===== config.mk =====
export PLATFORM = sky130hd
export DESIGN_NAME = mmio_uart_tx
export DESIGN_NICKNAME = d
export VERILOG_FILES = /design/src/rtl/mmio_uart_tx.sv
export SDC_FILE = /design/constraint.sdc
export NUM_CORES = 1
export LEC_CHECK = 0
export ABC_AREA = 0
export ABC_CLOCK_PERIOD_IN_PS = 2700
export BUFFER_PORTS_ARGS = -buffer_cell sky130_fd_sc_hd__buf_2
export CORE_ASPECT_RATIO = 0.8
export CORE_MARGIN = 1
export CORE_UTILIZATION = 49
export DETAILED_ROUTE_END_ITERATION = 7
export PLACE_DENSITY = 0.78
export SYNTH_ARGS = -nofsm -noshare
export SYNTH_HDL_FRONTEND = slang
export SYNTH_SLANG_ARGS = --single-unit

===== constraint.sdc =====
create_clock -name clk_in -period 2.7 [get_ports clk_in]
set_input_delay 0.135 -clock clk_in [delete_from_list [all_inputs] [get_ports clk_in]]
set_output_delay 0.135 -clock clk_in [all_outputs]
set_load 0.1 [all_outputs]

===== src/rtl/mmio_uart_tx.sv =====
// mmio_uart_tx -- memory-mapped UART transmitter with a byte FIFO.
//
// Register window (two words at BASE_ADDR; dmem_addr[1:0] ignored):
//   +0x0 DATA   W: push dmem_in[7:0] into the TX FIFO (dropped and ovf set if full)
//               R: reads as zero
//   +0x4 STATUS R: {16'b0, count[7:0], 4'b0, ovf, busy, full, empty}
//               W: any write clears ovf
//
// Ports:
//   clk_in     single rising-edge clock
//   reset      synchronous, active-low reset
//   dmem_ena   CPU data-port access strobe
//   dmem_wena  CPU write enable (qualified by dmem_ena)
//   dmem_addr  CPU byte address
//   dmem_in    CPU store data (bits [7:0] used)
//   sel        combinational window hit, used by the top level to steer read data
//   rdata      combinational register read data (zero when sel is low)
//   txd        serial output, idles high; frame = start, 8 data LSB first, stop
//
// Optional build macro UART_PARITY_EN adds an even-parity bit after the data
// bits (11-bit frame). Without it the frame is 10 bits.

module mmio_uart_tx #(
    parameter int          CLK_DIV    = 868,
    parameter int          FIFO_DEPTH = 8,
    parameter logic [31:0] BASE_ADDR  = 32'h0000_4000
) (
    input  logic        clk_in,
    input  logic        reset,
    input  logic        dmem_ena,
    input  logic        dmem_wena,
    input  logic [31:0] dmem_addr,
    input  logic [31:0] dmem_in,
    output logic        sel,
    output logic [31:0] rdata,
    output logic        txd
);

    localparam int          AW         = $clog2(FIFO_DEPTH);
    localparam int          CW         = AW + 1;
    localparam logic [15:0] TMR_RELOAD = 16'(CLK_DIV - 1);

`ifdef UART_PARITY_EN
    typedef enum logic [2:0] {IDLE, START, DATA, PARITY, STOP} state_t;
`else
    typedef enum logic [2:0] {IDLE, START, DATA, STOP} state_t;
`endif

    state_t          state, state_nxt;
    logic [7:0]      mem [FIFO_DEPTH];
    logic [AW-1:0]   wr_ptr, rd_ptr;
    logic [CW-1:0]   count;
    logic [7:0]      shifter;
    logic [2:0]      bit_idx;
    logic [15:0]     bit_tmr;
    logic            ovf;
    logic            par_bit;
    logic            empty, full, busy;
    logic            wr_data, wr_status, push, pop, shift_en, tmr_done;
    logic            unused_bits;

    // Upper store-data bits and the byte offset within a word carry no meaning here.
    assign unused_bits = ^{dmem_in[31:8], dmem_addr[1:0]};

    assign sel       = (dmem_addr[31:3] == BASE_ADDR[31:3]);
    assign wr_data   = dmem_ena & dmem_wena & sel & ~dmem_addr[2];
    assign wr_status = dmem_ena & dmem_wena & sel &  dmem_addr[2];
    assign empty     = (count == '0);
    assign full      = (count == CW'(FIFO_DEPTH));
    assign push      = wr_data & ~full;
    assign busy      = (state != IDLE);
    assign tmr_done  = (bit_tmr == '0);

    always_comb begin
        rdata = '0;
        if (sel && dmem_addr[2])
            rdata = {16'b0, 8'(count), 4'b0, ovf, busy, full, empty};
    end

    // Next-state and line output
    always_comb begin
        state_nxt = state;
        pop       = 1'b0;
        shift_en  = 1'b0;
        txd       = 1'b1;
        case (state)
            IDLE: begin
                if (!empty) begin
                    pop       = 1'b1;
                    state_nxt = START;
                end
            end
            START: begin
                txd = 1'b0;
                if (tmr_done) state_nxt = DATA;
            end
            DATA: begin
                txd = shifter[0];
                if (tmr_done) begin
                    if (bit_idx == 3'd7)
`ifdef UART_PARITY_EN
                        state_nxt = PARITY;
`else
                        state_nxt = STOP;
`endif
                    else
                        shift_en = 1'b1;
                end
            end
`ifdef UART_PARITY_EN
            PARITY: begin
                txd = par_bit;
                if (tmr_done) state_nxt = STOP;
            end
`endif
            STOP: begin
                if (tmr_done) state_nxt = IDLE;
            end
            default: state_nxt = IDLE;
        endcase
    end

    always_ff @(posedge clk_in) begin
        if (!reset) state <= IDLE;
        else        state <= state_nxt;
    end

    // FIFO storage needs no reset; a reset edge must not write into it.
    always_ff @(posedge clk_in) begin
        if (reset && push) mem[wr_ptr] <= dmem_in[7:0];
    end

    always_ff @(posedge clk_in) begin
        if (!reset) begin
            wr_ptr  <= '0;
            rd_ptr  <= '0;
            count   <= '0;
            ovf     <= 1'b0;
            bit_tmr <= '0;
            bit_idx <= '0;
            shifter <= '0;
            par_bit <= 1'b0;
        end else begin
            if (push) wr_ptr <= wr_ptr + AW'(1);
            if (pop)  rd_ptr <= rd_ptr + AW'(1);
            case ({push, pop})
                2'b10:   count <= count + CW'(1);
                2'b01:   count <= count - CW'(1);
                default: count <= count;
            endcase

            if (wr_status)          ovf <= 1'b0;
            else if (wr_data && full) ovf <= 1'b1;

            // Timer reloads on every state or bit change; parked at zero in IDLE.
            if (state_nxt == IDLE)                     bit_tmr <= '0;
            else if (state_nxt != state || shift_en)   bit_tmr <= TMR_RELOAD;
            else                                       bit_tmr <= bit_tmr - 16'd1;

            if (pop) begin
                shifter <= mem[rd_ptr];
                par_bit <= ^mem[rd_ptr];
            end else if (shift_en) begin
                shifter <= {1'b0, shifter[7:1]};
            end

            if (state != DATA)  bit_idx <= '0;
            else if (shift_en)  bit_idx <= bit_idx + 3'd1;
        end
    end

endmodule


# After elaboration in Yosys (flattened, before gate mapping)
# Memories as Yosys holds them, arrays and structs flattened. A register that Yosys moved wholly into a read port is not among the register bits.
# Index checks and enable logic that the tools add are counted.
dict set report classes {
  add_sub_neg 6
  mux 21
  reduce_logical 15
  n_eq_ne 10
  bitwise 8
}
# op n
set op_table {}
lappend op_table {{equality test 29 x 12 -> 1 bit (second input constant)} 1}
lappend op_table {{2-to-1 mux 3 bit} 7}
lappend op_table {{zero test 16 bit} 1}
lappend op_table {{2-to-1 mux 8 bit} 2}
lappend op_table {{subtractor 16 x 1 -> 16 bit (second input constant)} 1}
lappend op_table {{2-to-1 mux 12 bit} 1}
lappend op_table {{one-hot mux 3 bit (4 select lines)} 1}
lappend op_table {{2-to-1 mux 10 bit} 1}
lappend op_table {{adder 3 x 1 -> 3 bit (second input constant)} 3}
lappend op_table {{one-hot mux 4 bit (2 select lines)} 1}
lappend op_table {{2-to-1 mux 1 bit} 7}
lappend op_table {{equality test 3 x 2 -> 1 bit (second input constant)} 2}
lappend op_table {{zero test 3 bit} 2}
lappend op_table {{OR reduction 2 bit} 3}
lappend op_table {{bitwise AND 1 bit} 5}
lappend op_table {{adder 4 x 1 -> 4 bit (second input constant)} 1}
lappend op_table {{equality test 4 bit (second input constant)} 1}
lappend op_table {{zero test 4 bit} 1}
lappend op_table {{nonzero test 2 bit} 2}
lappend op_table {{subtractor 4 x 1 -> 4 bit (second input constant)} 1}
lappend op_table {{equality test 3 x 1 -> 1 bit (second input constant)} 1}
lappend op_table {{equality test 3 bit (second input constant)} 1}
lappend op_table {{logical AND 1 bit} 3}
lappend op_table {{inequality test 3 x 2 -> 1 bit (second input constant)} 1}
lappend op_table {{8 further kinds} 10}
dict set report word_totals {
  ram_bits 64
  output_inout_bits 34
  input_bits 68
  ff_bits 41
  elab_cells 70
  mem_count 1
}
# memory depth width rd rd_ports_with_merged_regs write_ports line
set memory_table {}
lappend memory_table {mem 8 8 1 1 1 50} ;# logic [7:0] mem [FIFO_DEPTH];

# Logic depth before layout (Yosys ltp)
dict set report depth {
  word_depth 7
  ltp_mapped 11
  mapped_depth_nobuf 10
}

# Least setup slack after synthesis
# OpenSTA, ideal clock, no wires.
dict set report synth_timing {
  kind {reg-to-output}
  startpoint {register count[0]}
  endpoint {output rdata[0]}
  required_ns 2.565
  stages_incl_launch_ff 4
  setup_slack_ns -1.418
  n_path_buf 1
  arrival_time_ns 3.983
  cell_sequence {dfxtp_1 > or4_1 > clkbuf_1 > nor4_1}
}
dict set report synth_via {
  elab_chain_cells 2
}
# item line
set synth_lines {}
lappend synth_lines {{start, declared} 52} ;# logic [CW-1:0] count;
lappend synth_lines {{start signal, assigned} 147} ;# 2'b10: count <= count + CW'(1);
lappend synth_lines {{start signal, assigned} 148} ;# 2'b01: count <= count - CW'(1);
lappend synth_lines {{start signal, assigned} 149} ;# default: count <= count;
lappend synth_lines {{zero test 4 bit} 68} ;# assign empty = (count == '0);
lappend synth_lines {{2-to-1 mux 12 bit} 76} ;# if (sel && dmem_addr[2])
lappend synth_lines {{end, declared} 35} ;# output logic [31:0] rdata,
# Every way passes these cells.

# Worst setup path after layout
dict set report layout_timing {
  startpoint {register count[0]}
  endpoint {register count[3]}
}
dict set report layout_via {
  elab_chain_cells 5
  word_cells_on_any_way 12
  classes_between {add/sub (2); eq/ne (3); mux (3); bitwise (2); reduce/logical (2)}
}
# item line
set layout_lines {}
lappend layout_lines {{zero test 4 bit (*)} 68}
lappend layout_lines {{2-to-1 mux 1 bit (*)} 88} ;# if (!empty) begin
lappend layout_lines {{2-to-1 mux 1 bit (*)} 86} ;# case (state)
lappend layout_lines {{via pop} 59} ;# logic wr_data, wr_status, push, pop, shift_en, tmr_done;
lappend layout_lines {{equality test 2 x 1 -> 1 bit / equality test 2 bit (equally long branches)} 146} ;# case ({push, pop})
lappend layout_lines {{one-hot mux 4 bit (2 select lines) / nonzero test 2 bit (equally long branches)} -}
# Mark *: on every way through the listed nets, which the timed path passes. The rest lies on a longest branch.
# A chain may end at the register's enable or synchronous reset.

==> run_results.csv <==
group,metric,value,unit
setup_path,worstReg2RegStart,"count[0]",
routing,drt-vias-per-instance,5.54,
power_and_ir_drop,p_int,2.51,mW
placement,dpl.hpwl,6660,um
clock_network,hold_buffers,0,
setup_path,worst-r2r-setup-slack,180,ps
synth,ys_warn_count,0,
timing,timing.setup.tns,0,ps
cells_and_area,fin_util,58.1,%
timing,setup_viol,0,
worst_hold_path,hp-class,"in2reg",
synth,synth_edf_count,64,
setup_path,critical_path.startpoint,"count[0]",
synth,netlist_instances,396,
power_and_ir_drop,cellPowerDensity,582,mW/mm^2
synth,synth-adder-area-share,2.67,%
clock_network,cts_num_sinks,108,
clock_network,h-tree-depth,3,
grt,grt_use_met2,31.1,%
synth,ys_ff_latch,108,
setup_path,crit_path_start_kind,"flip-flop",
synth,yosys.area_share.simple,14.4,%
cells_and_area,drive_above_1_share,23.3,%
placement,gp_congestion,0.814,
routing,ant_nets,0,
grt,grt_max_degree,27,
grt,grt_pass1_vias,3088,
setup_path,worst-endpoint-required,2980,ps
grt,busiest_layer,"met2",
timing,worst_pin_slew,705,ps
grt,grt_pass1_wl,15900,um
grt,antenna_found_initial,0,
routing,num_vias,3296,
routing,wl,9630,um
synth,synthArstFlopShare,0,%
timing,relSlewSlack,52.6,%
floorplanning,coreArea,0.00973,mm^2
timing,rsz0062_at_grt,"false",
floorplanning,fp.dieW,114,um
worst_hold_path,hp-start,"dmem_in[3]",
synth,synth_compound_area_share,8.33,%
routing,drc,0,
timing,hold_viol_final,0,
floorplanning,rows,32,
power_and_ir_drop,p_sw,0.786,mW
floorplanning,start_util,51.0,%
floorplanning,io_pins,102,
floorplanning,die_h,92.0,um
outcome,run_status,"finished clean",
power_and_ir_drop,pwr-share-clk,40.7,%
clock_network,cts_made_buffers,9,
synth,yosysUniqueCellTypes,52,
clock_network,clk_pin_slew,70,ps
job,maxCapViolCount,0,
cells_and_area,final_common_cell,"edfxtp_1",
power_and_ir_drop,power_frac_seq,52.9,%
setup_path,crit_type,"reg2reg",
power_and_ir_drop,leakage,2.17,nW
synth,synth_mux_area_share,9.74,%
clock_network,cts_tree,"yes",
synth,synth_seq_area_share,56.5,%
routing,drt_iter0_markers,174,
synth,synth_top_family_by_area,"simple AND/OR/NAND/NOR gates",
synth,synth_xor_area_share,2.47,%
timing,skew,8.10,ps
synth,synth_area,0.00496,mm^2
power_and_ir_drop,comb_power_share,6.4,%
cells_and_area,final_cell_mix,"edfxtp_1, buf_2, dfxtp_1",
setup_path,critPathMaxFanout,4,
synth,syn_area_per_cell,12.5,um^2
power_and_ir_drop,switching_share,23.9,%
clock_network,clkLatencyLatePin,350,ps
setup_path,end_kind,"flip-flop",
timing,fmax,397,MHz
timing,finalCritPeriodShare,93.3,%
clock_network,cts_root_buf,"clkbuf_16",
grt,gr-usage-met1,27.4,%
floorplanning,fp.dieArea,0.0105,mm^2
setup_path,r2r_end,"count[3]",
grt,grt_overflow,0,
setup_path,crit_path_end,"count[3]",
timing,finalMaxSlewViolations,0,
cells_and_area,num_antenna_cells,0,
setup_path,reg2reg_depth,10,
grt,grt_use_total,20.1,%
power_and_ir_drop,ir_worst_vdd,576,uV
grt,use_met3,5.35,%
placement,numPortBuffers,51,
clock_network,clock_tree.buffer_depth,2,
cells_and_area,synthToLayoutAreaGrowth,14.1,%
cells_and_area,nets,532,
routing,dr.pass1.iters,4,
setup_path,cp.arrival,2790,ps
routing,wire_per_inst,16.2,um
synth,synthFlopType,"edfxtp_1",
timing,layout_min_cycle_time,2520,ps
-- layout make-up --
class | count | area [um^2]
repair buffers | 66 | 368
clock buffers | 10 | 229
well taps | 136 | 170
inverters | 9 | 33.8
clock inverters | 6 | 76.3
multi-input cells | 260 | 1980
flip-flops and latches | 108 | 2800
fillers | 758 | 4070
-- metal layers --
layer / up-vias / wire length [um]
li1: 1596 / -
met1: 1594 / 4390
met2: 95 / 4640
met3: 11 / 492
met4: 0 / 107
met5: - / 0
-- state kept, by name, summed over array words and instances (netlist names), named ones only --
signal   count
mem         64
bit_tmr     16
shifter      8
count        4
bit_idx      3
rd_ptr       3
state        3
wr_ptr       3
ovf          1
-- how the worst min path moves through the flow --
stage / end / slack [ps] / depth (start not counted)
final: mem[2][3] / 40 / 1
after global routing: mem[1][6] / 50 / 1
after CTS: mem[4][7] / 40 / 1
after detailed placement: mem[7][7] / 410 / 1
after global placement: mem[5][6] / 400 / 1
after floorplan: mem[0][0] / 230 / 0
-- repair_timing --
item                                    CTS  global route
endpoints found under the setup margin    0             1
setup buffers                             0             0
gates resized for setup                   0             2
-- through the flow --
| stage | hold WS [ps] | cells | cell area (um^2) | power, mW | setup WS, ps |
|---|---|---|---|---|---|
| finish | 42.5 | 595 | 5660 | 3.29 | 181 |
| global route | 47.4 | 595 | 5660 | 3.39 | 38.4 |
| CTS | 40.9 | 595 | 5650 | 3.32 | 56.9 |
| detailed placement | 411 | 579 | 5340 | 1.99 | 10.6 |
| global placement | 400 | 579 | 5340 | 1.98 | 42.1 |
| floorplan | 234 | 420 | 5060 | 1.97 | -1110 |
-- Yosys cell counts, types with 3 or more instances --
library cell	n	area, um^2
or3_1	5	31.3
nor2_1	17	63.8
o221ai_1	5	43.8
and3b_1	4	35.0
xnor2_1	8	70.1
buf_2	3	15.0
nor4_1	14	87.6
a31oi_1	4	25.0
nand2b_1	8	50.1
buf_4	24	180
o21ai_0	7	35.0
ha_1	9	113
or4_1	7	52.6
inv_1	9	33.8
mux2i_1	10	100
and2_1	9	56.3
edfxtp_1	64	1920
nand2_1	20	75.1
mux4_2	16	360
nand3_1	4	20.0
o31ai_1	12	90.1
nor3_1	7	35.0
xor2_1	6	52.6
a211oi_1	6	45.0
and3_1	6	37.5
dfxtp_1	44	881
clkbuf_1	15	56.3
nand4_1	8	50.1
a21oi_1	15	75.1
-- power groups by stage --
stage                     logic, mW  clock network (mW)  registers, mW
final                         0.210                1.34           1.74
after global routing          0.220                1.43           1.74
after CTS                     0.209                1.37           1.74
after detailed placement      0.209                   0           1.78
after global placement        0.205                   0           1.78
after floorplan               0.190                   0           1.78
-- critical path: stages (launching register included) --
cell and delay, ps:
dfxtp_1 320, buf_4 150, or4_1 530, nand2_1 110, inv_1 90, ha_2 210, ha_1 260, a21o_1 170
a21oi_1 160, mux2i_1 230, mux2i_1 210
-- cells by family (layout without fill, tap and decap cells) --
| kind of cell | count (synthesis) | in the layout |
|---|---|---|
| AOI/OAI and AO/OA | 61 | 61 |
| xor gates and xnor gates | 14 | 14 |
| adders and majority gates | 10 | 10 |
| buffers and inverters | 52 | 91 |
| DFF | 108 | 108 |
| muxes | 28 | 28 |
| other | 1 | 25 |
| and+or+nand+nor | 122 | 122 |
Note: power is estimated with default switching activity, not from simulation.
